**config.mk**
```make
export PLATFORM = sky130hd
export DESIGN_NAME = i2c_target_rx
export DESIGN_NICKNAME = d
export VERILOG_FILES = /design/src/rtl/i2c_pkg.sv /design/src/rtl/i2c_rx_shreg.sv /design/src/rtl/i2c_target_rx.sv
export SDC_FILE = /design/constraint.sdc
export NUM_CORES = 1
export LEC_CHECK = 0
export CELL_PAD_IN_SITES_DETAIL_PLACEMENT = 0
export CELL_PAD_IN_SITES_GLOBAL_PLACEMENT = 1
export CORE_MARGIN = 3
export CORE_UTILIZATION = 30
export DETAILED_ROUTE_END_ITERATION = 12
export DONT_BUFFER_PORTS = 1
export GPL_TIMING_DRIVEN = 0
export HOLD_SLACK_MARGIN = 0.12
export PLACE_DENSITY_LB_ADDON = 0.1
export SYNTH_ARGS = -nofsm -noshare
export SYNTH_HDL_FRONTEND = slang
export SYNTH_SLANG_ARGS = --single-unit
```
**constraint.sdc**
```tcl
create_clock -name clk -period 2 [get_ports clk]
set_clock_uncertainty 0.15 [all_clocks]
set_input_delay 0.2 -clock clk [delete_from_list [all_inputs] [get_ports clk]]
set_output_delay 0.2 -clock clk [all_outputs]
set_load 0.02 [all_outputs]
```
**src/rtl/i2c_pkg.sv**
```systemverilog
// Shared I2C definitions: receiver state encoding, byte width and the default
// target address used by both the controller and the target receiver.
package i2c_pkg;

  localparam int unsigned BYTE_W = 8;
  localparam logic [7:0] I2C_DEFAULT_ADDR = 8'hA9;

  typedef enum logic [2:0] {
    RX_IDLE,
    RX_ADDR,
    RX_DATA,
    RX_SKIP,
    RX_STOP
  } rx_state_t;

endpackage

```
**src/rtl/i2c_rx_shreg.sv**
```systemverilog
// Serial-in/parallel-out byte shifter with a bit counter. par_byte is the byte
// as it will stand once the current sda bit is shifted in.
module i2c_rx_shreg #(
  parameter int unsigned BYTE_W = 8
) (
  input  logic              clk,
  input  logic              rst_n,
  input  logic              din,
  input  logic              shift_en,
  input  logic              clr,
  output logic [BYTE_W-1:0] par_byte,
  output logic              byte_done
);

  localparam int unsigned CNT_W = $clog2(BYTE_W);

  // Only the low BYTE_W-1 bits are stored; the MSB leaves as the byte completes.
  logic [BYTE_W-2:0] sr;
  logic [CNT_W-1:0]  cnt;

  assign par_byte  = {sr, din};
  assign byte_done = shift_en && (cnt == CNT_W'(BYTE_W - 1));

  always_ff @(posedge clk or negedge rst_n) begin
    if (!rst_n) begin
      sr  <= '0;
      cnt <= '0;
    end else if (clr) begin
      sr  <= '0;
      cnt <= '0;
    end else if (shift_en) begin
      sr  <= par_byte[BYTE_W-2:0];
      cnt <= byte_done ? '0 : cnt + 1'b1;
    end
  end

endmodule

```
**src/rtl/i2c_target_rx.sv**
```systemverilog
// Target-side I2C byte receiver: start detect, address compare, data capture.
// Optional stop-slot check enabled by defining I2C_TARGET_RX_STOP_CHECK_EN.
module i2c_target_rx #(
  parameter logic [7:0]  OWN_ADDR = i2c_pkg::I2C_DEFAULT_ADDR,
  parameter int unsigned BYTE_W   = 8
) (
  input  logic              clk,
  input  logic              rst_n,
  input  logic              sda,
  output logic [BYTE_W-1:0] data_out,
  output logic              data_valid,
  output logic [BYTE_W-1:0] addr_out,
  output logic              addr_match,
  output logic              busy,
  output logic              frame_err
);

  import i2c_pkg::*;

  rx_state_t         state, state_d;
  logic              sda_q;
  logic              shift_en, clr;
  logic [BYTE_W-1:0] par_byte;
  logic              byte_done;

  logic [BYTE_W-1:0] addr_out_d, data_out_d;
  logic              addr_match_d, data_valid_d;

  i2c_rx_shreg #(
    .BYTE_W(BYTE_W)
  ) u_shreg (
    .clk      (clk),
    .rst_n    (rst_n),
    .din      (sda),
    .shift_en (shift_en),
    .clr      (clr),
    .par_byte (par_byte),
    .byte_done(byte_done)
  );

`ifdef I2C_TARGET_RX_STOP_CHECK_EN
  logic [BYTE_W-1:0] data_pend, data_pend_d;
  logic              frame_err_q, frame_err_d;

  assign frame_err = frame_err_q;
`else
  assign frame_err = 1'b0;
`endif

  always_comb begin
    state_d      = state;
    shift_en     = 1'b0;
    clr          = 1'b0;
    addr_out_d   = addr_out;
    addr_match_d = addr_match;
    data_out_d   = data_out;
    data_valid_d = 1'b0;
`ifdef I2C_TARGET_RX_STOP_CHECK_EN
    data_pend_d  = data_pend;
    frame_err_d  = 1'b0;
`endif
    unique case (state)
      RX_IDLE: begin
        if (sda_q && !sda) begin
          state_d = RX_ADDR;
          clr     = 1'b1;
        end
      end
      RX_ADDR: begin
        shift_en = 1'b1;
        if (byte_done) begin
          addr_out_d = par_byte;
          if (par_byte == OWN_ADDR) begin
            addr_match_d = 1'b1;
            state_d      = RX_DATA;
          end else begin
            addr_match_d = 1'b0;
            state_d      = RX_SKIP;
          end
        end
      end
      RX_DATA: begin
        shift_en = 1'b1;
        if (byte_done) begin
`ifdef I2C_TARGET_RX_STOP_CHECK_EN
          data_pend_d = par_byte;
          state_d     = RX_STOP;
`else
          data_out_d   = par_byte;
          data_valid_d = 1'b1;
          addr_match_d = 1'b0;
          state_d      = RX_IDLE;
`endif
        end
      end
      RX_SKIP: begin
        shift_en = 1'b1;
        if (byte_done) begin
`ifdef I2C_TARGET_RX_STOP_CHECK_EN
          state_d = RX_STOP;
`else
          state_d = RX_IDLE;
`endif
        end
      end
`ifdef I2C_TARGET_RX_STOP_CHECK_EN
      RX_STOP: begin
        // addr_match still distinguishes a data frame from a skipped one here
        if (!sda) begin
          frame_err_d = 1'b1;
        end else if (addr_match) begin
          data_out_d   = data_pend;
          data_valid_d = 1'b1;
        end
        addr_match_d = 1'b0;
        state_d      = RX_IDLE;
      end
`endif
      default: state_d = RX_IDLE;
    endcase
  end

  always_ff @(posedge clk or negedge rst_n) begin
    if (!rst_n) begin
      state      <= RX_IDLE;
      sda_q      <= 1'b0;
      addr_out   <= '0;
      addr_match <= 1'b0;
      data_out   <= '0;
      data_valid <= 1'b0;
      busy       <= 1'b0;
    end else begin
      state      <= state_d;
      sda_q      <= sda;
      addr_out   <= addr_out_d;
      addr_match <= addr_match_d;
      data_out   <= data_out_d;
      data_valid <= data_valid_d;
      busy       <= (state_d != RX_IDLE);
    end
  end

`ifdef I2C_TARGET_RX_STOP_CHECK_EN
  always_ff @(posedge clk or negedge rst_n) begin
    if (!rst_n) begin
      data_pend   <= '0;
      frame_err_q <= 1'b0;
    end else begin
      data_pend   <= data_pend_d;
      frame_err_q <= frame_err_d;
    end
  end
`endif

endmodule

```
Word-level counts from Yosys, hierarchy flattened

Cells that the tools add are included.

Add/sub/neg operators: 1
Reduce and logical (&&, ||, !) cells: 12
Muxes and demuxes: 19
Equality and inequality tests: 7

Operators by type and width:

| cell                  | number |
|---|---|
| $mux W3               | 6 |
| $mux W7               | 2 |
| $mux W1               | 9 |
| $pmux W3 S3           | 1 |
| $eq A8 B8 Y1 const B  | 1 |
| $eq A3 B2 Y1 const B  | 2 |
| $ne A2 B1 Y1 const B  | 2 |
| $reduce_and A2 Y1     | 2 |
| $reduce_bool A2 Y1    | 2 |
| $add A3 B1 Y3 const B | 1 |
| $eq A3 B1 Y1 const B  | 1 |
| $eq A3 B3 Y1 const B  | 1 |
| $logic_not A3 Y1      | 1 |
| $reduce_and A3 Y1     | 1 |
| $reduce_bool A3 Y1    | 1 |
| $reduce_or A3 Y1      | 1 |
| $logic_and A1 B1 Y1   | 2 |
| $pmux W1 S2           | 1 |
| $reduce_or A2 Y1      | 1 |
| $logic_not A1 Y1      | 1 |

Input port bits: 3
Output and inout port bits: 20
Logic and storage cells: 48
Register bits: 33

Logic depth before layout (Yosys ltp)

Depth in word-level cells: 7
Mapped depth: 6
Mapped depth without buffers: 5

Modules after synthesis

A second synthesis with hierarchy kept.

Cell total of the unflattened synthesis: 100
Area total of the unflattened synthesis: 1,453.9 um^2

Modules (own cells, without submodules):

| module        | times used | cells each | area each (um^2) | seq. area each (um^2) |
|---|---|---|---|---|
| i2c_target_rx | 1          | 63         | 996.0            | 575.6 |
| i2c_rx_shreg  | 1          | 37         | 457.9            | 250.2 |

Least setup slack after synthesis

Ideal clock, no wire load.

Kind: reg-to-reg
Start point: register u_shreg.cnt[0]
End point: register data_out[0]
Clock period less this slack: 1.695 ns
Path slack: 0.305 ns
Data required time: 1.725 ns
Arrival time: 1.420 ns
Cell stages (with the launch flop): 6
Setup time: 0.125 ns
Path buffers: 1
Cell sequence: dfrtp_1 ha_1 ha_1 and4bb_1 buf_6 mux2_4

Cells in the longest elaborated chain, start to end: 3

Ends and longest elaborated chain:

| element                     | RTL line             | text |
|---|---|---|
| from (decl)                 | i2c_rx_shreg.sv:19   | `logic [CNT_W-1:0] cnt;` |
| from (signal assigned)      | i2c_rx_shreg.sv:33   | `cnt <= byte_done ? '0 : cnt + 1'b1;` |
| $eq A3 B3 Y1                | i2c_rx_shreg.sv:22   | `assign byte_done = shift_en && (cnt == CNT_W'(BYTE_W - 1));` |
| $logic_and A1 B1 Y1         | i2c_rx_shreg.sv:22   |  |
| $reduce_and A2 Y1 (no line) | --                   |  |
| to (signal assigned)        | i2c_target_rx.sv:137 | `data_out <= data_out_d;` |
| to (decl)                   | i2c_target_rx.sv:10  | `output logic [BYTE_W-1:0] data_out,` |

No other way between the ends.
A chain may end at the register's enable or synchronous reset.

Worst setup path in the final report

Start point: register u_shreg.cnt[0]
End point: register data_out[2]

The elaborated chain is that of the path after synthesis.

==> summary.txt <==
Status
  • Status: finished, final reports clean

Pwr
  • Net Sw Power: 579 µW
  • Leakage Power: 0.762 nW
  • Clock power frac: 26.2%
  • Cell Int Power: 1.24 mW
  • P per Cell Area: 1090 mW/mm²
  • Switching share of total power: 31.8%
  • VDD IR max: 0.259 mV
  • Combinational share of power: 17.5%
  • Sequential share of power: 56.3%

Clock network
  • CTS tree: done
  • Post_cts resized: 0
  • Clock slew at reported path FFs: 70 ps
  • H-Tree Depth: 2
  • # clock sinks: 33
  • CTS buffer count: 5
  • Root Buffer: clkbuf_8
  • Clock Latency Late Sink: 280 ps
  • CTS max path bufs: 2

Finish
  • Cell Count, Final, Fillers Out: 188
  • Antenna cells: 0
  • Filler cell count: 447
  • Final Cell Area: 0.00167 mm²
  • Fin util: 36.8%
  • Most frequent cells in the layout: dfrtp_1 (33), nand2_1 (19), mux2_4 (16)
  • Leading cell type in the layout, fill and taps excluded: dfrtp_1
  • Area delta synth->final: 14.2%
  • Share of cells above drive strength 1: 28.5%
  • Nets: 127

Placed design
  • Hpwl dp: 1760 µm
  • GPL Wtd Cong: 0.742
  • Port buffer count: 0
  • Placed cells: 177
  • DP Area: 0.00154 mm²
  • Setup WS pre-CTS: 200 ps

Synthesis
  • Post-synthesis cell count: 111
  • Flops & latches, synth: 33
  • Synth Area per Inst: 13.1 µm²
  • Distinct cells, synth: 26
  • Register area share after synthesis: 56.6%
  • Syn Std Cell Area: 0.00146 mm²
  • Synth warnings: 0

Floorplanning
  • Vert. Die Dim: 75.7 µm
  • Core Region: 0.00453 mm²
  • Width of the die: 75.7 µm
  • Full die area: 0.00574 mm²
  • IO Pins: 23
  • Initial Util: 32.2%
  • Row cnt: 24

Timing
  • Slew Limit Fails: 0
  • Fin crit period: 1800 ps
  • Hold Violations, Final: 0
  • RSZ-0062 raised after global routing: no
  • Setup ws final: 198 ps
  • Setup TNS: 0 ps
  • Achievable Freq: 555 MHz
  • Final setup fails: 0
  • Fin crit share: 90.1%

Routing
  • Via density: 4.40
  • Drt wl/cell: 14.9 µm
  • Routed WL: 2800 µm
  • Pre-antenna DRT Iters: 4
  • # DRC: 0
  • Post-route ant nets: 0
  • Vias: 828
  • Detailed Route Iter0 Violations: 40

Global routing
  • Largest net degree at the start of global routing: 34
  • Vias in the first global route: 839
  • Initial antenna violation count: 0
  • Congestion Overflow GR: 0
  • GRT Total Usage: 10.7%
  • First-pass GRT wire length: 4300 µm

Job
  • Max_cap viols: 0

Critical path
  • Crit path DAT: 1810 ps
  • Highest net fanout along the worst path: 10
  • Startpoint types: register
  • Critical Path RT: 2010 ps
  • WS Path Type: register to register
  • Critical path capture point type: register

Hold path
  • Hold WC Path Type: primary input to register
[metrics by stage]
step	hold slack, ps	total power, mW
floorplan	-246	1.26
global placement	-245	1.33
detailed placement	-245	1.34
CTS	164	1.86
global route	177	1.96
finish	176	1.82
[critical path, stage by stage (launching register included)]
cell	delay (ps)
dfrtp_1	390
ha_1	200
ha_1	250
and4bb_1	240
buf_6	160
mux2_4	300
[worst paths after layout]
check | from | endpoint | slack [ps] | cells past startpoint
worst min-delay path | sda | addr_match | 180 | 2
max in group asynchronous | rst_n | u_shreg.cnt[1] | 1290 | 2
min in group asynchronous | rst_n | data_out[6] | 230 | 2
worst max register to register | u_shreg.cnt[0] | data_out[2] | 200 | 5
worst max-delay path | u_shreg.cnt[0] | data_out[2] | 200 | 5
worst min register to register | u_shreg.cnt[2] | u_shreg.cnt[2] | 390 | 2
[logic make-up after synthesis]
logic type                 Yosys count  synth area share (%)
DFF                                 33                  56.6
AOI/OAI and AO/OA                   18                  7.72
adders and majority gates            2                  1.71
other                                1                 0.257
muxes                               16                  16.5
and+or+nand+nor                     31                  12.0
buffers and inverters               10                  5.23
[synth_stat cells, drive strengths merged]
master / n / area [µm²]
dfrtp: 33 / 826
nand3b: 1 / 7.51
and4bb: 4 / 50.1
ha: 2 / 25.0
nor2: 2 / 7.51
a221oi: 1 / 8.76
a21oi: 11 / 55.1
a32o: 1 / 10.0
nand2: 19 / 71.3
a2111oi: 1 / 8.76
clkbuf: 1 / 13.8
o21ba: 1 / 10.0
mux2: 16 / 240
nor4b: 1 / 15.0
nand2b: 1 / 6.26
conb: 1 / 3.75
buf: 7 / 55.1
inv: 2 / 7.51
or3: 1 / 6.26
o21ai: 1 / 5.00
o21bai: 2 / 15.0
nand3: 1 / 5.00
nor2b: 1 / 6.26
[state kept, by name (all words and copies together) (netlist names)]
name / flops
addr_match: 1
busy: 1
u_shreg.sr: 7
addr_out: 8
data_valid: 1
data_out: 8
u_shreg.cnt: 3
sda_q: 1
state: 3
[power groups by stage]
stage               Clock (mW)  Combinational, mW  Sequential [mW]
global route             0.536              0.363             1.06
global placement             0              0.290             1.04
detailed placement           0              0.300             1.04
floorplan                    0              0.260             1.00
finish                   0.476              0.319             1.03
CTS                      0.503              0.326             1.03
[routing by layer]
| layer | vias to the layer above | track usage (%) | part of all wire, % |
|---|---|---|---|
| met2 | 17 | 16.8 | 50 |
| li1 | 398 | - | - |
| met4 | 0 | 4.66 | 1.6 |
| met5 | - | 0 | 0 |
| met1 | 408 | 12.7 | 44 |
| met3 | 5 | 4.75 | 4.5 |
[final cells by class]
type / instances / area, µm² / area share [%]
well taps: 65 / 81.3 / 4.88
flip-flops and latches: 33 / 826 / 49.5
clock buffers: 6 / 72.6 / 4.35
plain buffers: 8 / 68.8 / 4.13
inverters: 2 / 7.51 / 0.450
multi-input cells: 69 / 561 / 33.6
repair buffers: 3 / 40.0 / 2.40
clock inverters: 2 / 10.0 / 0.601
[timing repair]
item,CTS,global route
hold buffers,3,0
buffers inserted,0,0
hold endpoints to repair,39,0
setup endpoints to repair,0,0
Power figures use the tool's default switching activity.
